## config.mk

```make
export PLATFORM = sky130hd
export DESIGN_NAME = fifo_rd_arbiter
export DESIGN_NICKNAME = d
export VERILOG_FILES = /design/src/rtl/fifo_rd_arbiter.sv
export SDC_FILE = /design/constraint.sdc
export NUM_CORES = 1
export LEC_CHECK = 0
export ABC_CLOCK_PERIOD_IN_PS = 10740
export CAP_MARGIN = 20
export CORE_MARGIN = 2
export CORE_UTILIZATION = 60
export DETAILED_ROUTE_END_ITERATION = 10
export GPL_TIMING_DRIVEN = 0
export HOLD_SLACK_MARGIN = 0.05
export PLACE_DENSITY = 0.84
export SYNTH_ARGS = -nofsm -noshare
export SYNTH_HDL_FRONTEND = slang
export SYNTH_SLANG_ARGS = --single-unit
```

## constraint.sdc

```tcl
create_clock -name clk -period 10.74 [get_ports clk]
set_input_delay 2.148 -clock clk [delete_from_list [all_inputs] [get_ports clk]]
set_output_delay 2.148 -clock clk [all_outputs]
set_load 0.005 [all_outputs]
```

## src/rtl/fifo_rd_arbiter.sv

```systemverilog
`default_nettype none
// ============================================================================
// fifo_rd_arbiter : round-robin, burst-limited read arbiter for switch FIFOs
// Revision 1.0 - initial release
// ============================================================================
module fifo_rd_arbiter #(
  parameter int NUM_SW_INST = 5,
  parameter int MAX_BURST   = 4,
  parameter int CNT_WIDTH   = 16
) (
  input  logic                           clk,
  input  logic                           rst,
  input  logic [NUM_SW_INST-1:0]         fifo_empty,
  output logic [NUM_SW_INST-1:0]         fifo_rd_en,
  output logic [NUM_SW_INST-1:0]         rd_sel,
  output logic                           frame_valid,
  input  logic                           out_ready,
  output logic [$clog2(NUM_SW_INST)-1:0] cur_src,
  output logic [CNT_WIDTH-1:0]           frame_cnt
);

  localparam int SW = $clog2(NUM_SW_INST);
  localparam int BW = $clog2(MAX_BURST + 1);

  localparam logic [1:0] ST_IDLE = 2'd0;
  localparam logic [1:0] ST_READ = 2'd1;
  localparam logic [1:0] ST_CAPT = 2'd2;
  localparam logic [1:0] ST_HOLD = 2'd3;

  logic [1:0]             state_q, state_d;
  logic [SW-1:0]          cur_src_q, cur_src_d;
  logic [SW-1:0]          last_grant_q, last_grant_d;
  logic [NUM_SW_INST-1:0] rd_sel_q, rd_sel_d;
  logic [BW-1:0]          burst_q, burst_d;
  logic [CNT_WIDTH-1:0]   frame_cnt_q, frame_cnt_d;

  logic                   found;
  logic [SW-1:0]          pick;
  logic [SW-1:0]          idx;

  // First non-empty FIFO scanning upward from the one after the last grant.
  always_comb begin
    found = 1'b0;
    pick  = '0;
    idx   = '0;
    for (int k = 1; k <= NUM_SW_INST; k++) begin
      idx = SW'((int'(last_grant_q) + k) % NUM_SW_INST);
      if (!found && !fifo_empty[idx]) begin
        found = 1'b1;
        pick  = idx;
      end
    end
  end

  always_comb begin
    state_d      = state_q;
    cur_src_d    = cur_src_q;
    last_grant_d = last_grant_q;
    rd_sel_d     = rd_sel_q;
    burst_d      = burst_q;
    frame_cnt_d  = frame_cnt_q;
    case (state_q)
      ST_IDLE: begin
        if (found) begin
          cur_src_d = pick;
          rd_sel_d  = NUM_SW_INST'(1) << pick;
          state_d   = ST_READ;
        end
      end
      ST_READ: state_d = ST_CAPT;
      ST_CAPT: state_d = ST_HOLD;
      ST_HOLD: begin
        if (out_ready) begin
          frame_cnt_d = frame_cnt_q + CNT_WIDTH'(1);
          if ((int'(burst_q) + 1 < MAX_BURST) && !fifo_empty[cur_src_q]) begin
            burst_d = burst_q + BW'(1);
            state_d = ST_READ;
          end else begin
            burst_d      = '0;
            last_grant_d = cur_src_q;
            rd_sel_d     = '0;
            state_d      = ST_IDLE;
          end
        end
      end
      default: state_d = ST_IDLE;
    endcase
  end

  always_ff @(posedge clk) begin
    if (rst) begin
      state_q      <= ST_IDLE;
      cur_src_q    <= '0;
      last_grant_q <= SW'(NUM_SW_INST - 1);
      rd_sel_q     <= '0;
      burst_q      <= '0;
      frame_cnt_q  <= '0;
    end else begin
      state_q      <= state_d;
      cur_src_q    <= cur_src_d;
      last_grant_q <= last_grant_d;
      rd_sel_q     <= rd_sel_d;
      burst_q      <= burst_d;
      frame_cnt_q  <= frame_cnt_d;
    end
  end

  assign fifo_rd_en  = (state_q == ST_READ) ? rd_sel_q : '0;
  assign frame_valid = (state_q == ST_HOLD);
  assign rd_sel      = rd_sel_q;
  assign cur_src     = cur_src_q;
  assign frame_cnt   = frame_cnt_q;

endmodule
`default_nettype wire
```

## After elaboration in Yosys (flattened, before gate mapping)

Cells that the tools add are included.

| operators by class | value |
|---|---|
| bitwise logic cells | 1 |
| equality and inequality tests | 6 |
| reductions and logical operators | 20 |
| $add $sub $neg | 8 |
| div/mod/pow operators | 5 |
| shifts and indexed selects | 1 |
| multiplexer cells | 32 |
| order comparisons | 7 |

Operators by type and width:

| kind | number |
|---|---|
| $mod 32x4->32 const B | 5 |
| $lt 3x4->1 const B | 6 |
| $mux 5 | 4 |
| $bmux 1 s3 | 6 |
| $mux 3 | 6 |
| $add 16x1->16 const B | 1 |
| $mux 1 | 12 |
| $pmux 5 s2 | 1 |
| $add 3x1->4 const B | 2 |
| $add 3x2->4 const B | 2 |
| $add 3x3->4 const B | 2 |
| $logic_not 1->1 | 8 |
| $pmux 2 s4 | 1 |
| $reduce_and 2->1 | 3 |
| $logic_and 1x1->1 | 5 |
| $shl 1x3->5 const A | 1 |
| $eq 2x2->1 const B | 2 |
| $lt 4x3->1 const B | 1 |
| $mux 2 | 2 |
| $ne 2x2->1 const B | 2 |
| $reduce_and 4->1 | 1 |
| $add 3x1->3 const B | 1 |
| $reduce_and 3->1 | 1 |
| $eq 2x1->1 const B | 1 |
| 4 further kinds | 4 |

| storage, ports and cells | value |
|---|---|
| output and inout bits | 30 |
| register bits | 32 |
| input bits | 8 |
| logic and storage cells | 86 |

## Longest topological paths before layout

Gate-level depths: netlist (run 1).

| depth | value |
|---|---|
| depth after elaboration | 19 |
| gate-level depth with buffers | 20 |
| mapped depth without buffers | 18 |

## Least setup slack after synthesis (run 1)

No wires, ideal clock.

| timing | value |
|---|---|
| path type | reg-to-reg |
| start point | register last_grant_q[0] |
| end point | register rd_sel_q[3] (netlist: rd_sel[3]) |
| stages on the path, launching flop included | 18 |
| data arrival time | 4.615 ns |
| library setup time | 0.114 ns |
| path buffers | 3 |
| setup slack | 6.010 ns |
| clock period less this slack | 4.730 ns |
| path through | dfxtp_1 > buf_2 > clkinv_1 > ha_1 > buf_2 > buf_2 > o211ai_1 > and2_1 > ha_1 > or4_4 > a21oi_4 > a221oi_2 > or3_4 > a32o_1 > a211oi_2 > a2bb2oi_2 > nand2b_2 > a2bb2o_4 |

| on the way | value |
|---|---|
| longest elaborated chain between the ends | 19 |

Ends and longest elaborated chain:

| what | RTL line | text |
|---|---|---|
| start: declaration | 32 | `logic [SW-1:0] last_grant_q, last_grant_d;` |
| start signal: assignment | 94 | `last_grant_q <= SW'(NUM_SW_INST - 1);` |
| start signal: assignment | 101 | `last_grant_q <= last_grant_d;` |
| $add 3x2->4 | 47 | `idx = SW'((int'(last_grant_q) + k) % NUM_SW_INST);` |
| $mod 32x4->32 | 47 |  |
| $bmux 1 s3 | 48 | `if (!found && !fifo_empty[idx]) begin` |
| $mux 1 (not written as such) | 48 |  |
| $logic_not 1->1 | 48 |  |
| $logic_and 1x1->1 | 48 |  |
| $mux 1 | 48 |  |
| $logic_not 1->1 | 48 |  |
| (+3 left out) | - |  |
| $logic_and 1x1->1 | 48 |  |
| $mux 1 | 48 |  |
| $logic_not 1->1 | 48 |  |
| $logic_and 1x1->1 | 48 |  |
| $mux 3 | 48 |  |
| $shl 1x3->5 | 66 | `rd_sel_d = NUM_SW_INST'(1) << pick;` |
| $mux 5 | 64 | `if (found) begin` |
| $pmux 5 s2 | 62 | `case (state_q)` |
| end signal: assignment | 102 | `rd_sel_q <= rd_sel_d;` |
| end: declaration | 33 | `logic [NUM_SW_INST-1:0] rd_sel_q, rd_sel_d;` |

Parallel ways exist; a longest one is shown, timed or not. The select of a mux whose other input is x is not followed.
A chain may end at the register's enable or synchronous reset.

## Worst setup path in the final report (run 1)

Ends and elaborated chain as after synthesis.

==> results of run 1 <==
[layout make-up]
| type | count | area share |
|---|---|---|
| Timing Repair Buffer | 33 | 0.0805 |
| Sequential cell | 32 | 0.156 |
| Clock buffer | 7 | 0.0210 |
| Buffer | 24 | 0.0296 |
| Multi-Input combinational cell | 363 | 0.669 |
| Clock inverter | 1 | 0.00183 |
| Tap cell | 75 | 0.0229 |
| Inverter | 20 | 0.0189 |
[path summary, 6_finish.rpt]
kind	startpoint	to	cells past startpoint
hold reg to reg	burst_q[1]$_SDFFE_PP0P_	burst_q[1]$_SDFFE_PP0P_	2
setup reg to reg	last_grant_q[0]$_SDFFE_PP0P_	rd_sel[3]$_SDFFE_PP0P_	17
setup / recovery	last_grant_q[0]$_SDFFE_PP0P_	rd_sel[3]$_SDFFE_PP0P_	17
hold / removal	burst_q[1]$_SDFFE_PP0P_	burst_q[1]$_SDFFE_PP0P_	2
[Yosys cell counts (all sizes together), types with 10 or more instances]
cell type / instances / share of area
a21oi: 21 / 0.037
buf: 13 / 0.022
clkbuf: 11 / 0.012
dfxtp: 32 / 0.18
ha: 32 / 0.11
inv: 19 / 0.021
mux2i: 20 / 0.056
nand2: 44 / 0.046
nand3: 14 / 0.020
nor2: 33 / 0.035
o21ai: 22 / 0.031
xor2: 10 / 0.024
[state kept, by name, summed over array words and instances (netlist names)]
name	count
burst_q	3
cur_src	3
frame_cnt	16
last_grant_q	3
rd_sel	5
state_q	2
[power by group through the flow]
stage / clock (mW) / combinational [mW] / sequential (mW)
3_3_place_gp: 0 / 0.173 / 0.146
3_5_place_dp: 0 / 0.179 / 0.146
5_1_grt: 0.106 / 0.199 / 0.146
2_1_floorplan: 0 / 0.130 / 0.143
6_report: 0.0982 / 0.183 / 0.144
4_1_cts: 0.0991 / 0.180 / 0.144
[per-layer routing]
| metal | up-vias | part of all wire | track usage |
|---|---|---|---|
| met2 | 134 | 0.47 | 0.471 |
| li1 | 1706 | - | - |
| met3 | 15 | 0.062 | 0.0489 |
| met5 | - | 0 | 0 |
| met1 | 1716 | 0.45 | 0.381 |
| met4 | 0 | 0.015 | 0.0780 |
[through the flow]
| stage | hold slack (ns) | setup slack, ns | util | total power, mW |
|---|---|---|---|---|
| floorplan | 0.449 | 6.01 | - | 0.273 |
| CTS | 0.473 | 5.05 | 0.701 | 0.423 |
| detailed placement | 0.463 | 5.06 | 0.685 | 0.326 |
| global placement | 0.458 | 5.24 | 0.685 | 0.319 |
| global route | 0.500 | 4.47 | 0.701 | 0.451 |
| finish | 0.471 | 4.89 | 0.701 | 0.425 |
[kinds of logic (layout without fill, tap and decap cells)]
family	after synthesis	after routing
buf+inv	44	85
fa+ha+maj	34	34
simple gates	166	166
xor+xnor	17	17
mux	29	29
compound gates	117	117
flops	32	32
[worst reg2reg max path, stage by stage, from the launching register on]
cell	delay [ns]
dfxtp_1	0.61
buf_2	0.33
clkinv_1	0.41
ha_1	0.55
buf_2	0.23
buf_2	0.31
nand2_1	0.10
ha_1	0.30
nor2b_1	0.19
a21boi_0	0.28
o21ai_0	0.21
nor4_1	0.43
or3_4	0.23
o2111ai_2	0.21
o41ai_1	0.77
and3b_1	0.29
nand2b_2	0.09
a2bb2o_4	0.21
==> flow_metrics.tcl, run 1 <==
set metrics [dict create \
    grt_max_degree 12 \
    fin_nets 520 \
    route.vias.total 3571 \
    fin_cells 555 \
    grt_pass1_vias 3154 \
    dr.pass1.iters 5 \
    intPower_mw 0.268 \
    start_util 0.612 \
    p_leak_nw 1.60 \
    synth_ff_type "dfxtp_1" \
    synth-adder-area-share 0.120 \
    io_pins 38 \
    gp_congestion 0.918 \
    synth_seq_cells 32 \
    grt-ovfl-total 0 \
    grt_pass1_wl_microns 14700 \
    vias_per_cell 6.43 \
    synthMuxAreaShare 0.0936 \
    async_reset_ff_frac 0 \
    synth_edf_count 0 \
    final-hold-violation-count 0 \
    cp-start-kind "register" \
    wire_per_inst_microns 16.6 \
    p_per_area_mw_per_mm2 104 \
    worst_pin_slew_ns 0.719 \
    cts_hold_buf 0 \
    fillers 473 \
    p_sw_frac 0.370 \
    slew_violations 0 \
    maxCapViolations 0 \
    postPlaceCellArea_sq_mm 0.00401 \
    period_share 0.545 \
    layout_common_cells "nand2_1 (44), nor2_1 (33), clkdlybuf4s50_1 (33)" \
    post_cts_buffers 0 \
    fin_setup_tns_ns 0 \
    post-route-min-period_ns 5.85 \
    core.rowCount 28 \
    setup_viol_count_final 0 \
    path_delay_family "compound AO/OA/AOI/OAI gates" \
    synth_top_family_by_area "compound AO/OA/AOI/OAI gates" \
    antenna_left 0 \
    pwr-share-seq 0.339 \
    root_buffer "clkbuf_8" \
    antenna_found_initial 0 \
    placeableCoreArea_sq_mm 0.00585 \
    rsz0062_at_grt "no" \
    htree_levels 2 \
    final_common_cell "nand2_1" \
    worstPathArrival_ns 6.04 \
    yosys.area_share.simple 0.247 \
    path_class "reg2reg" \
    diodes 0 \
    tritoncts "built" \
    drt-total-wl_microns 9220 \
    hold_class "reg2reg" \
    syn_area_sq_mm 0.00358 \
    fin_area_sq_mm 0.00410 \
    cpMaxStageDelayCell "o41ai_1" \
    multi_input_area_sq_mm 0.00274 \
    portBuffers 33 \
    fin_skew_ns 0.00815 \
    synth_fp_nets 480 \
    clock_power_share 0.231 \
    synth_compound_gate_area_share 0.253 \
    slew_headroom 0.514 \
    worst-path-buf-inv 4 \
    worstSkewPairLatency_ns 0.29 \
    die_h_microns 81.3 \
    dp.cells 547 \
    dp_hpwl_microns 6960 \
    ys_seq_area_frac 0.179 \
    syn_inst 439 \
    critPathMaxFanout 11 \
    final_layout_size_suffix_gt1_frac 0.104 \
    clockBufferDepth 2 \
    p_comb_frac 0.430 \
    cts_made_buffers 5 \
    die_w_microns 81.3 \
    cts_resized 0 \
    seqCellArea_sq_um 641 \
    drt_iter0_markers 290 \
    yosys.area_share.xor_xnor 0.0520 \
    critPathRequiredTime_ns 10.93 \
    gr-usage-all-layers 0.285 \
    cts.clk_slew.worst_paths_ns 0.07 \
    path_cells "buf_2, clkinv_1, ha_1, buf_2, buf_2, nand2_1, ha_1, nor2b_1, a21boi_0, o21ai_0, nor4_1, or3_4, o2111ai_2, o41ai_1, and3b_1, nand2b_2, a2bb2o_4" \
    end_kind "register" \
    yosysUniqueCellTypes 83 \
    timing.fmax_mhz 171 \
    area_growth_pct 14.5 \
    r2r_slack_ns 4.89 \
    slowest_delay_ns 0.77 \
    synth.yosys.warnings 0 \
    avgSynthCellArea_sq_um 8.16 \
    status "finished clean" \
    cts.sinks 32 \
    die-area_sq_mm 0.00661 \
    switching_power_mw 0.157 \
    ir_drop_uv 101 \
    drc 0 \
    cpMostUsedCell "buf_2" \
]
Note: power is estimated with default switching activity, not from simulation.
==> run 2: changes to the inputs <==
==> config.mk (replaced) <==
export PLATFORM = sky130hd
export DESIGN_NAME = fifo_rd_arbiter
export DESIGN_NICKNAME = d
export VERILOG_FILES = /design/src/rtl/fifo_rd_arbiter.sv
export SDC_FILE = /design/constraint.sdc
export NUM_CORES = 1
export LEC_CHECK = 0
export ABC_CLOCK_PERIOD_IN_PS = 5700
export CAP_MARGIN = 20
export CORE_MARGIN = 2
export CORE_UTILIZATION = 58
export DETAILED_ROUTE_END_ITERATION = 10
export GPL_TIMING_DRIVEN = 0
export HOLD_SLACK_MARGIN = 0.05
export PLACE_DENSITY = 0.81
export SYNTH_ARGS = -nofsm -noshare
export SYNTH_HDL_FRONTEND = slang
export SYNTH_SLANG_ARGS = --single-unit
==> constraint.sdc (replaced) <==
create_clock -name clk -period 5.7 [get_ports clk]
set_input_delay 1.14 -clock clk [delete_from_list [all_inputs] [get_ports clk]]
set_output_delay 1.14 -clock clk [all_outputs]
set_load 0.005 [all_outputs]
==> flow_metrics.tcl, run 2 (synthesized netlist as in run 1, its figures left out) <==
set metrics [dict create \
    grt_pass1_vias 3220 \
    status "finished clean" \
    io_pins 38 \
    area_growth_pct 14.9 \
    worstPathArrival_ns 5.44 \
    critPathRequiredTime_ns 5.88 \
    slew_violations 0 \
    dp.cells 547 \
    largest_register_ffs 16 \
    placeableCoreArea_sq_mm 0.00596 \
    dp_hpwl_microns 6950 \
    die-area_sq_mm 0.00682 \
    wire_per_inst_microns 16.2 \
    tritoncts "built" \
    slew_headroom 0.553 \
    post-route-util 0.691 \
    hold-path-cell-count 1 \
    gr-usage-all-layers 0.273 \
    core.rowCount 28 \
    worstRegToRegCells 17 \
    period_share 0.922 \
    drt_iter0_markers 250 \
    rsz0062_at_grt "no" \
    antenna_left 0 \
    seqCellArea_sq_um 642 \
    worst_pin_slew_ns 0.664 \
    ir_drop_uv 201 \
    route.vias.total 3490 \
    drc 0 \
    final_common_cell "nand2_1" \
    cts_hold_buf 0 \
    p_per_area_mw_per_mm2 195 \
    critPathMaxFanout 11 \
    final_layout_size_suffix_gt1_frac 0.111 \
    clockBufferDepth 2 \
    path_class "reg2reg" \
    die_h_microns 82.6 \
    setup_ws_ns 0.442 \
    grt-ovfl-total 0 \
    cpMostUsedCell "buf_2" \
    worstSkewPairLatency_ns 0.29 \
    dr.pass1.iters 5 \
    post-route-min-period_ns 5.26 \
    fin_nets 520 \
    fillers 502 \
    p_leak_nw 1.61 \
    root_buffer "clkbuf_8" \
    multi_input_area_sq_mm 0.00275 \
    end_kind "register" \
    final-hold-violation-count 0 \
    htree_levels 2 \
    vias_per_cell 6.30 \
    die_w_microns 82.6 \
    cts.sinks 32 \
    drt-total-wl_microns 8980 \
    fin_skew_ns 0.00573 \
    setup_viol_count_final 0 \
    diodes 0 \
    start_util 0.602 \
    cts.clk_slew.worst_paths_ns 0.06 \
    grt_max_degree 12 \
    cts_made_buffers 5 \
    maxCapViolations 0 \
    path_cells "buf_2, clkinvlp_4, ha_1, buf_2, buf_2, o211ai_1, and2_1, ha_1, or4_4, a21oi_4, a221oi_2, or3_4, a32o_1, a211oi_2, a2bb2oi_2, nand2b_2, a2bb2o_4" \
    cpMaxStageDelayCell "or4_4" \
    pre_cts_ws_ns 0.203 \
    slowest_delay_ns 0.57 \
    fin_setup_tns_ns 0 \
    hold_class "reg2reg" \
    layout_common_cells "nand2_1 (44), nor2_1 (33), clkdlybuf4s50_1 (33)" \
    cp-start-kind "register" \
    timing.fmax_mhz 190 \
    portBuffers 33 \
    antenna_found_initial 0 \
    grt_pass1_wl_microns 14600 \
    gp_congestion 0.901 \
    fin_cells 554 \
]
-- run 2: layer usage --
| metal | part of all wire | vias to the layer above | track usage |
|---|---|---|---|
| met2 | 0.47 | 132 | 0.449 |
| met3 | 0.060 | 18 | 0.0522 |
| met4 | 0.017 | 0 | 0.0754 |
| li1 | - | 1700 | - |
| met1 | 0.45 | 1640 | 0.365 |
| met5 | 0 | - | 0 |
-- run 2: report_power, final --
group          internal (mW)  switching [mW]
registers              0.245          0.0271
clock network          0.107          0.0820
logic                  0.162           0.180
total                  0.514           0.290
-- run 2: path summary, 6_finish.rpt --
check / from / end / slack, ns
worst max register to register: last_grant_q[0]$_SDFFE_PP0P_ / rd_sel[3]$_SDFFE_PP0P_ / 0.44
worst max-delay path: last_grant_q[0]$_SDFFE_PP0P_ / rd_sel[3]$_SDFFE_PP0P_ / 0.44
worst min register to register: rd_sel[2]$_SDFFE_PP0P_ / rd_sel[2]$_SDFFE_PP0P_ / 0.49
worst min-delay path: rd_sel[2]$_SDFFE_PP0P_ / rd_sel[2]$_SDFFE_PP0P_ / 0.49
-- run 2: what timing repair did --
action                     CTS  global route
setup endpoints to repair    0             8
gates resized for setup      0             3
setup buffers                0             0
-- run 2: area by class of cell --
class                   instances  area share
repair buffers                 33      0.0802
multi-input cells             363       0.668
flip-flops and latches         32       0.156
clock buffers                   7      0.0234
plain buffers                  24      0.0295
inverters                      20      0.0198
well taps                      75      0.0228
-- run 2: through the flow --
| stage | cell area (sq um) | hold slack [ns] | total power, mW |
|---|---|---|---|
| after global placement | 4010 | 0.458 | 0.598 |
| after detailed placement | 4010 | 0.472 | 0.611 |
| after floorplan | 3580 | 0.449 | 0.514 |
| final | 4120 | 0.488 | 0.804 |
| after CTS | 4100 | 0.485 | 0.801 |
| after global routing | 4120 | 0.512 | 0.855 |
-- run 2: critical path: cells and delay by family (launching register included) --
family | cells | cell delay (ns)
AND/OR/NAND/NOR | 4 | 1.43
adder cells (fa/ha/maj) | 2 | 0.75
buffers and inverters | 4 | 1.13
flip-flops | 1 | 0.46
AO/OA/AOI/OAI | 7 | 1.37
